### src/rtl/alu_div_pkg.sv
// Shared types and constants for the iterative 32-bit divider.
package alu_div_pkg;

  localparam int DIV_WIDTH = 32;
  localparam int DIV_CNT_W = 6;

  // Quotient reported when the divisor is zero
  localparam logic [DIV_WIDTH-1:0] DIV_ZERO_Q = 32'hFFFF_FFFF;

  typedef enum logic [1:0] {
    IDLE,
    ITER,
    FINISH
  } state_e;

  function automatic logic [DIV_WIDTH-1:0] neg_if(input logic                 neg,
                                                   input logic [DIV_WIDTH-1:0] v);
    return neg ? -v : v;
  endfunction

endpackage

### src/rtl/alu_div_step.sv
// One restoring shift-subtract step: trial subtract plus restore mux.
module alu_div_step
  import alu_div_pkg::*;
#(
  parameter int WIDTH = DIV_WIDTH
) (
  input  logic [WIDTH-1:0] rem,
  input  logic             dvd_bit,
  input  logic [WIDTH-1:0] dvs,
  output logic [WIDTH-1:0] rem_next,
  output logic             q_bit
);

  logic [WIDTH:0] shifted;
  logic [WIDTH:0] trial;

  // rem < dvs always holds, so the shifted value is below 2*dvs and the
  // WIDTH+1-bit difference keeps a valid sign bit.
  assign shifted  = {rem, dvd_bit};
  assign trial    = shifted - {1'b0, dvs};
  assign q_bit    = ~trial[WIDTH];
  assign rem_next = q_bit ? trial[WIDTH-1:0] : shifted[WIDTH-1:0];

endmodule

### src/rtl/alu_div32.sv
// Multi-cycle restoring divider, one quotient bit per cycle.
// Define ALU_DIV_SIGNED_EN to honour is_signed (two's-complement operands).
module alu_div32
  import alu_div_pkg::*;
#(
  parameter int WIDTH = DIV_WIDTH,
  parameter int CNT_W = DIV_CNT_W
) (
  input  logic             clk,
  input  logic             rst_n,
  input  logic             start,
  input  logic             is_signed,
  input  logic [0:WIDTH-1] dividend,
  input  logic [0:WIDTH-1] divisor,
  output logic             busy,
  output logic             done,
  output logic [0:WIDTH-1] quotient,
  output logic [0:WIDTH-1] remainder,
  output logic             div_by_zero
);

  state_e           state, next_state;
  logic [WIDTH-1:0] rem, dvd, dvs;
  logic [CNT_W-1:0] cnt;
  logic [WIDTH-1:0] a_mag, b_mag;
  logic [WIDTH-1:0] step_rem, q_raw, q_res, r_res;
  logic             step_q;
  logic             div_zero, last_iter;

  assign div_zero  = (divisor == '0);
  assign last_iter = (cnt == CNT_W'(WIDTH - 1));

  alu_div_step #(.WIDTH(WIDTH)) u_step (
    .rem     (rem),
    .dvd_bit (dvd[WIDTH-1]),
    .dvs     (dvs),
    .rem_next(step_rem),
    .q_bit   (step_q)
  );

  assign q_raw = {dvd[WIDTH-2:0], step_q};

`ifdef ALU_DIV_SIGNED_EN
  logic a_neg, b_neg, q_neg, r_neg;

  // Port bit 0 is the MSB, i.e. the sign bit
  assign a_neg = is_signed & dividend[0];
  assign b_neg = is_signed & divisor[0];
  assign a_mag = neg_if(a_neg, dividend);
  assign b_mag = neg_if(b_neg, divisor);
  assign q_res = neg_if(q_neg, q_raw);
  assign r_res = neg_if(r_neg, step_rem);

  always_ff @(posedge clk or negedge rst_n) begin
    if (!rst_n) begin
      q_neg <= 1'b0;
      r_neg <= 1'b0;
    end else if (state == IDLE && start) begin
      q_neg <= a_neg ^ b_neg;
      r_neg <= a_neg;
    end
  end
`else
  logic unused_is_signed;

  assign unused_is_signed = is_signed;
  assign a_mag = dividend;
  assign b_mag = divisor;
  assign q_res = q_raw;
  assign r_res = step_rem;
`endif

  // NOTE: sequential state uses non-blocking (<=) so all flops update together.
  always_ff @(posedge clk or negedge rst_n) begin
    if (!rst_n) state <= IDLE;
    else        state <= next_state;
  end

  always_comb begin
    // NOTE: default assigned first so no path leaves next_state unassigned (no latch).
    next_state = state;
    case (state)
      IDLE:    if (start) next_state = div_zero ? FINISH : ITER;
      ITER:    if (last_iter) next_state = FINISH;
      FINISH:  next_state = IDLE;
      default: next_state = IDLE;
    endcase
  end

  always_ff @(posedge clk or negedge rst_n) begin
    if (!rst_n) begin
      rem         <= '0;
      dvd         <= '0;
      dvs         <= '0;
      cnt         <= '0;
      quotient    <= '0;
      remainder   <= '0;
      div_by_zero <= 1'b0;
    end else begin
      case (state)
        IDLE: begin
          if (start) begin
            rem         <= '0;
            cnt         <= '0;
            dvd         <= a_mag;
            dvs         <= b_mag;
            div_by_zero <= div_zero;
            if (div_zero) begin
              quotient  <= DIV_ZERO_Q;
              remainder <= dividend;
            end
          end
        end
        ITER: begin
          rem <= step_rem;
          dvd <= q_raw;
          cnt <= cnt + CNT_W'(1);
          // Results land on the edge entering FINISH so they are valid with done
          if (last_iter) begin
            quotient  <= q_res;
            remainder <= r_res;
          end
        end
        default: ;
      endcase
    end
  end

  assign busy = (state != IDLE);
  assign done = (state == FINISH);

endmodule

### config.mk
export PLATFORM = sky130hd
export DESIGN_NAME = alu_div32
export DESIGN_NICKNAME = d
export VERILOG_FILES = /design/src/rtl/alu_div_pkg.sv /design/src/rtl/alu_div_step.sv /design/src/rtl/alu_div32.sv
export SDC_FILE = /design/constraint.sdc
export NUM_CORES = 1
export LEC_CHECK = 0
export ABC_AREA = 1
export BUFFER_PORTS_ARGS = -buffer_cell sky130_fd_sc_hd__buf_2
export CAP_MARGIN = 20
export CORE_UTILIZATION = 55
export DETAILED_ROUTE_END_ITERATION = 7
export PLACE_DENSITY = 0.76
export SLEW_MARGIN = 20
export SYNTH_ARGS = -nofsm -noshare
export SYNTH_HDL_FRONTEND = slang
export SYNTH_HIERARCHICAL = 1
export SYNTH_SLANG_ARGS = --single-unit
### constraint.sdc
create_clock -name clk -period 3.37 [get_ports clk]
set_clock_uncertainty 0.2 [all_clocks]
set_input_delay 0.337 -clock clk [delete_from_list [all_inputs] [get_ports clk]]
set_output_delay 0.337 -clock clk [all_outputs]
set_load 0.01 [all_outputs]
---- Word-level counts from Yosys, hierarchy flattened ----
Cells that the tools add are included.
word-level totals
  register bits after elaboration ......... 169
  word-level logic and storage cells ...... 44
cells by class
  add/subtract/negate cells ............... 2
  eq/ne operators ......................... 6
  multiplexer cells ....................... 19
  bitwise logic cells ..................... 1
  reduce and logical (&&, ||, !) cells .... 8
operators by type and width
  operator             count
  $mux 32              9
  $pmux 32 s2          4
  $sub 33x32->33       1
  $logic_not 32->1     1
  $pmux 6 s2           1
  $add 6x1->6 const B  1
  $eq 6x5->1 const B   1
  $mux 2               3
  $mux 6               1
  $ne 2x2->1 const B   3
  $reduce_and 2->1     3
  $pmux 2 s2           1
  $reduce_and 4->1     1
  $reduce_bool 2->1    2
  $eq 2x1->1 const B   1
  $eq 2x2->1 const B   1
  $logic_not 2->1      1
  $not 1->1            1

---- Logic depth before layout (Yosys ltp) ----
  depth in word-level cells ............... 4
  depth in mapped cells ................... 21
  mapped depth without buffers ............ 20

---- Hierarchy ----
Netlist, hierarchy kept.
by module, submodules not included
  module        instances  cells each  area an instance (sq um)  seq. area each (sq um)
  alu_div32     1          907         7384.6                    4229.1
  alu_div_step  1          681         3250.6                    0.0

---- Least setup slack after synthesis ----
OpenSTA, ideal clock, no wires.
  path type ............................... flip-flop to flip-flop
  start ................................... register dvs[0]
  end ..................................... register remainder[10] (netlist name)
  setup time .............................. 0.065 ns
  data arrival time ....................... 2.288 ns
  required time ........................... 3.105 ns
  slack ................................... 0.817 ns
  cell stages (with the launch flop) ...... 21
  path through ............................ dfrtp_1 ha_1 fa_1 inv_1 nand2_1 nand2_1 nand3_1 nand2_2 nand2_2 nand2_2 nand2_4 nand2_4 nand2_2 nand2_4 buf_12 nand2_2 nand2_1 inv_1 o21ai_0 nand3_1 nand2_1
between the ends
  cells in the longest elaborated chain, start to end .. 4
ends and longest elaborated chain
  item                    RTL line            source
  start, declared         alu_div32.sv:23     logic [WIDTH-1:0] rem, dvd, dvs;
  start signal, assigned  alu_div32.sv:106    dvs <= b_mag;
  $sub 33x32->33          alu_div_step.sv:20  assign trial = shifted - {1'b0, dvs};
  $mux 32                 alu_div_step.sv:22  assign rem_next = q_bit ? trial[WIDTH-1:0] : shifted[WIDTH-1:0];
  net r_res[21]           alu_div32.sv:26     logic [WIDTH-1:0] step_rem, q_raw, q_res, r_res;
  $mux 32                 alu_div32.sv:119    if (last_iter) begin
  $pmux 32 s2             alu_div32.sv:100    case (state)
  end signal, assigned    alu_div32.sv:110    remainder <= dividend;
  end signal, assigned    alu_div32.sv:121    remainder <= r_res;
  end, declared           alu_div32.sv:18     output logic [0:WIDTH-1] remainder,
The timed path passes the listed nets, and every way through them passes these cells. The select of a mux whose other input is x is not followed.
A chain may end at the register's enable or synchronous reset.

---- Worst setup path in the final report ----
  start ................................... register dvd[31]
  end ..................................... register remainder[4] (netlist name)
between the ends
  cells in the longest elaborated chain, start to end .. 4
ends and longest elaborated chain
  item                    RTL line            source
  start, declared         alu_div32.sv:23
  start signal, assigned  alu_div32.sv:105    dvd <= a_mag;
  start signal, assigned  alu_div32.sv:116    dvd <= q_raw;
  $sub 33x32->33          alu_div_step.sv:20
  $mux 32                 alu_div_step.sv:22
  net r_res[27]           alu_div32.sv:26
  $mux 32                 alu_div32.sv:119
  $pmux 32 s2             alu_div32.sv:100
The timed path passes the listed nets, and every way through them passes these cells. The select of a mux whose other input is x is not followed.

==> flow_metrics.py <==
metrics = {
    "sta": {
        "rsz0062_at_grt": "false",
        "fin_crit_sh_pct": 91.6,
        "fin_tns_setup_ns": 0,
        "fin_crit_ns": 3.09,
        "fmax_ghz": 0.324,
        "finalHoldViolCount": 0,
        "layout_setup_ws_ns": 0.282,
        "relSlewSlack_pct": 29.1,
        "finalSetupViolCount": 0,
        "worstMarginPinSlew_ns": 1.06,
        "hold_ws_ns": 0.0487,
        "slew_violations": 0,
    },
    "cts": {
        "path_clk_slew_ns": 0.07,
        "cts_root_buffer": "clkbuf_16",
        "cts_buffers": 17,
        "clock-sinks": 169,
        "clk_path_buf_depth": 2,
        "h-tree-depth": 4,
        "cts_tree": "built",
        "clock_latency_ns": 0.43,
    },
    "layout": {
        "antenna_cells": 0,
        "final_area_um2": 12300,
        "drive_gt1_share_pct": 12.5,
        "fin_util_pct": 65.5,
        "fillers": 1743,
        "layout.cells.most_common_list": "nand2_1, inv_1, dfrtp_1",
        "multi_input_comb_area_um2": 5200,
        "area.growth.synth_to_final_pct": 16.0,
        "final_common_cell": "nand2_1",
        "instances_no_fill": 1996,
        "register_area_um2": 4230,
        "fin_nets": 1825,
    },
    "pwr": {
        "peakVddDrop_mv": 0.760,
        "power_mw": 14.8,
        "leakage_nw": 7.07,
        "power_density_nw_per_um2": 1200,
    },
    "global_routing": {
        "grt_overflow": 0,
        "grt_pass1_wl_mm": 47.3,
        "grt_pass1_vias": 9780,
        "grt.total_usage_pct": 30.4,
        "grt_max_degree": 109,
        "antenna_found_initial": 0,
    },
    "critical_path": {
        "slowest_delay_ns": 0.42,
        "setup.worst_path.start_class": "flip-flop",
        "crit_chain": "inv_1 -> ha_1 -> fa_1 -> inv_1 -> nand2_1 -> nand2_1 -> nand3_1 -> nand2_2 -> nand2_2 -> nand2_2 -> nand2_4 -> nand2_4 -> nand2_2 -> nand2_8 -> nand2_2 -> nand2_1 -> inv_1 -> o21ai_0 -> nand3_1 -> nand2_1",
        "crit_fanout": 32,
        "worstRegToRegCells": 20,
        "end_kind": "flip-flop",
        "required_ns": 3.54,
        "crit_top_cell": "nand2_2",
        "path_class": "reg2reg",
        "critPathSlowestCell": "fa_1",
        "arrival_ns": 3.26,
    },
    "synthesis": {
        "yosys_warnings": 6,
        "synth_nets": 1690,
        "ys_types": 37,
        "syn_area_per_cell_um2": 6.70,
        "ys_seq_elements": 169,
        "syn_area_um2": 10600,
        "synth_cells": 1588,
        "synth-seq-area-share_pct": 39.8,
    },
    "die": {
        "row_count": 50,
        "dieArea_um2": 19900,
        "initial_utilization_pct": 56.5,
        "die_y_um": 141,
        "core_um2": 18800,
        "fp.dieW_um": 141,
        "io_pins": 135,
    },
    "route": {
        "routed-via-count": 10200,
        "drt-vias-per-instance": 5.09,
        "routed_wl_mm": 28.4,
        "ant_nets": 0,
        "drc_errors": 0,
        "wire_per_inst_um": 14.2,
        "drtIter0Drc": 751,
        "drt_first_pass_iters": 5,
    },
    "hold_path": {
        "worst_hold_path_type": "in2reg",
        "worstHoldPathCells": 5,
    },
    "placed_design": {
        "dp_cells": 1931,
        "portBuffers": 133,
        "placed_area_um2": 11400,
        "dpl_worst_slack_ns": 0.277,
        "gp_routability_congestion": 0.972,
        "dpl.hpwl_mm": 20.4,
    },
    "run": {
        "drv_cap": 0,
    },
    "outcome": {
        "status": "complete, no violations",
    },
}
[cell families (layout without fill, tap and decap cells)]
family / Yosys count / in the layout / share of synthesized area [%]
AND/OR/NAND/NOR: 900 / 900 / 34.8
buffers and inverters: 297 / 445 / 11.7
AO/OA/AOI/OAI: 173 / 173 / 8.52
flip-flops: 169 / 169 / 39.8
adder cells (fa/ha/maj): 34 / 34 / 4.07
XOR/XNOR: 15 / 15 / 1.24
[cell type report]
cell class / count / share of cell area, %
tap: 260 / 2.64
clock inverter: 14 / 1.30
clock buffer: 18 / 3.48
sequential: 169 / 34.3
timing repair buffer: 177 / 8.99
inverter: 236 / 7.20
multi-input combinational: 1122 / 42.1
[flip-flops by register name (all words and copies together), names as in the netlist]
name         cells
cnt              6
quotient        32
div_by_zero      1
state            2
dvs             32
dvd             32
remainder       32
rem             32
[worst paths after layout]
| check | startpoint | to | slack (ns) |
|---|---|---|---|
| min | dividend[0] | dvd[31]$_DFFE_PN0P_ | 0.05 |
| min reg2reg | quotient[26]$_DFFE_PN0P_ | quotient[26]$_DFFE_PN0P_ | 0.27 |
| max reg2reg | dvd[31]$_DFFE_PN0P_ | remainder[4]$_DFFE_PN0P_ | 0.28 |
| min in group asynchronous | rst_n | dvs[29]$_DFFE_PN0P_ | 0.29 |
| max in group asynchronous | rst_n | quotient[31]$_DFFE_PN0P_ | 1.88 |
| max | dvd[31]$_DFFE_PN0P_ | remainder[4]$_DFFE_PN0P_ | 0.28 |
[timing repair]
action	in CTS	in global routing
resized for setup	0	2
endpoints found under the hold margin	110	0
hold buffers	33	0
buffers inserted	0	0
endpoints found under the setup margin	0	17
[routing by layer]
metal	wire (µm)	up-vias	GRT usage (%)
met4	1220	0	15.0
met5	0	-	0
met1	12200	4680	38.2
met3	1350	71	4.35
li1	-	5117	-
met2	13600	292	51.3
[critical path: cells and delay by family, from the launching register on]
family	cells	cell delay (ns)
and+or+nand+nor	14	1.34
adders and majority gates	2	0.63
DFF	1	0.37
buffers and inverters	3	0.24
AOI/OAI and AO/OA	1	0.23
[Yosys cell counts]
master	count	area share, %
a21boi_0	1	0.071
a21o_1	1	0.071
a21oi_1	25	1.2
a21oi_2	2	0.16
a21oi_4	1	0.15
and2_1	3	0.18
and3_1	1	0.059
buf_12	1	0.19
buf_2	22	1.0
buf_4	8	0.56
buf_6	5	0.53
buf_8	1	0.14
clkbuf_1	24	0.85
dfrtp_1	169	40
fa_1	1	0.19
ha_1	33	3.9
inv_1	233	8.2
inv_2	2	0.071
inv_4	1	0.059
nand2_1	683	24
nand2_2	21	1.2
nand2_4	6	0.64
nand3_1	99	4.7
nand3_2	2	0.19
nand4_1	8	0.47
nor2_1	63	2.2
nor2_2	1	0.059
nor2_4	3	0.32
nor2_8	1	0.19
nor3_1	8	0.38
o21ai_0	135	6.4
o21ai_1	1	0.047
o21bai_1	6	0.42
o22ai_1	1	0.059
or2_0	1	0.059
xnor2_1	1	0.082
xor2_1	14	1.2
[report_power, final]
group          switching, mW  internal (mW)  leakage (nW)  total (mW)
Combinational           6.30           2.96          4.67        9.26
Sequential             0.550           2.99          2.12        3.54
Clock                  0.930           1.05         0.277        1.98
Total                   7.78           7.00          7.07        14.8
Power figures use the tool's default switching activity.
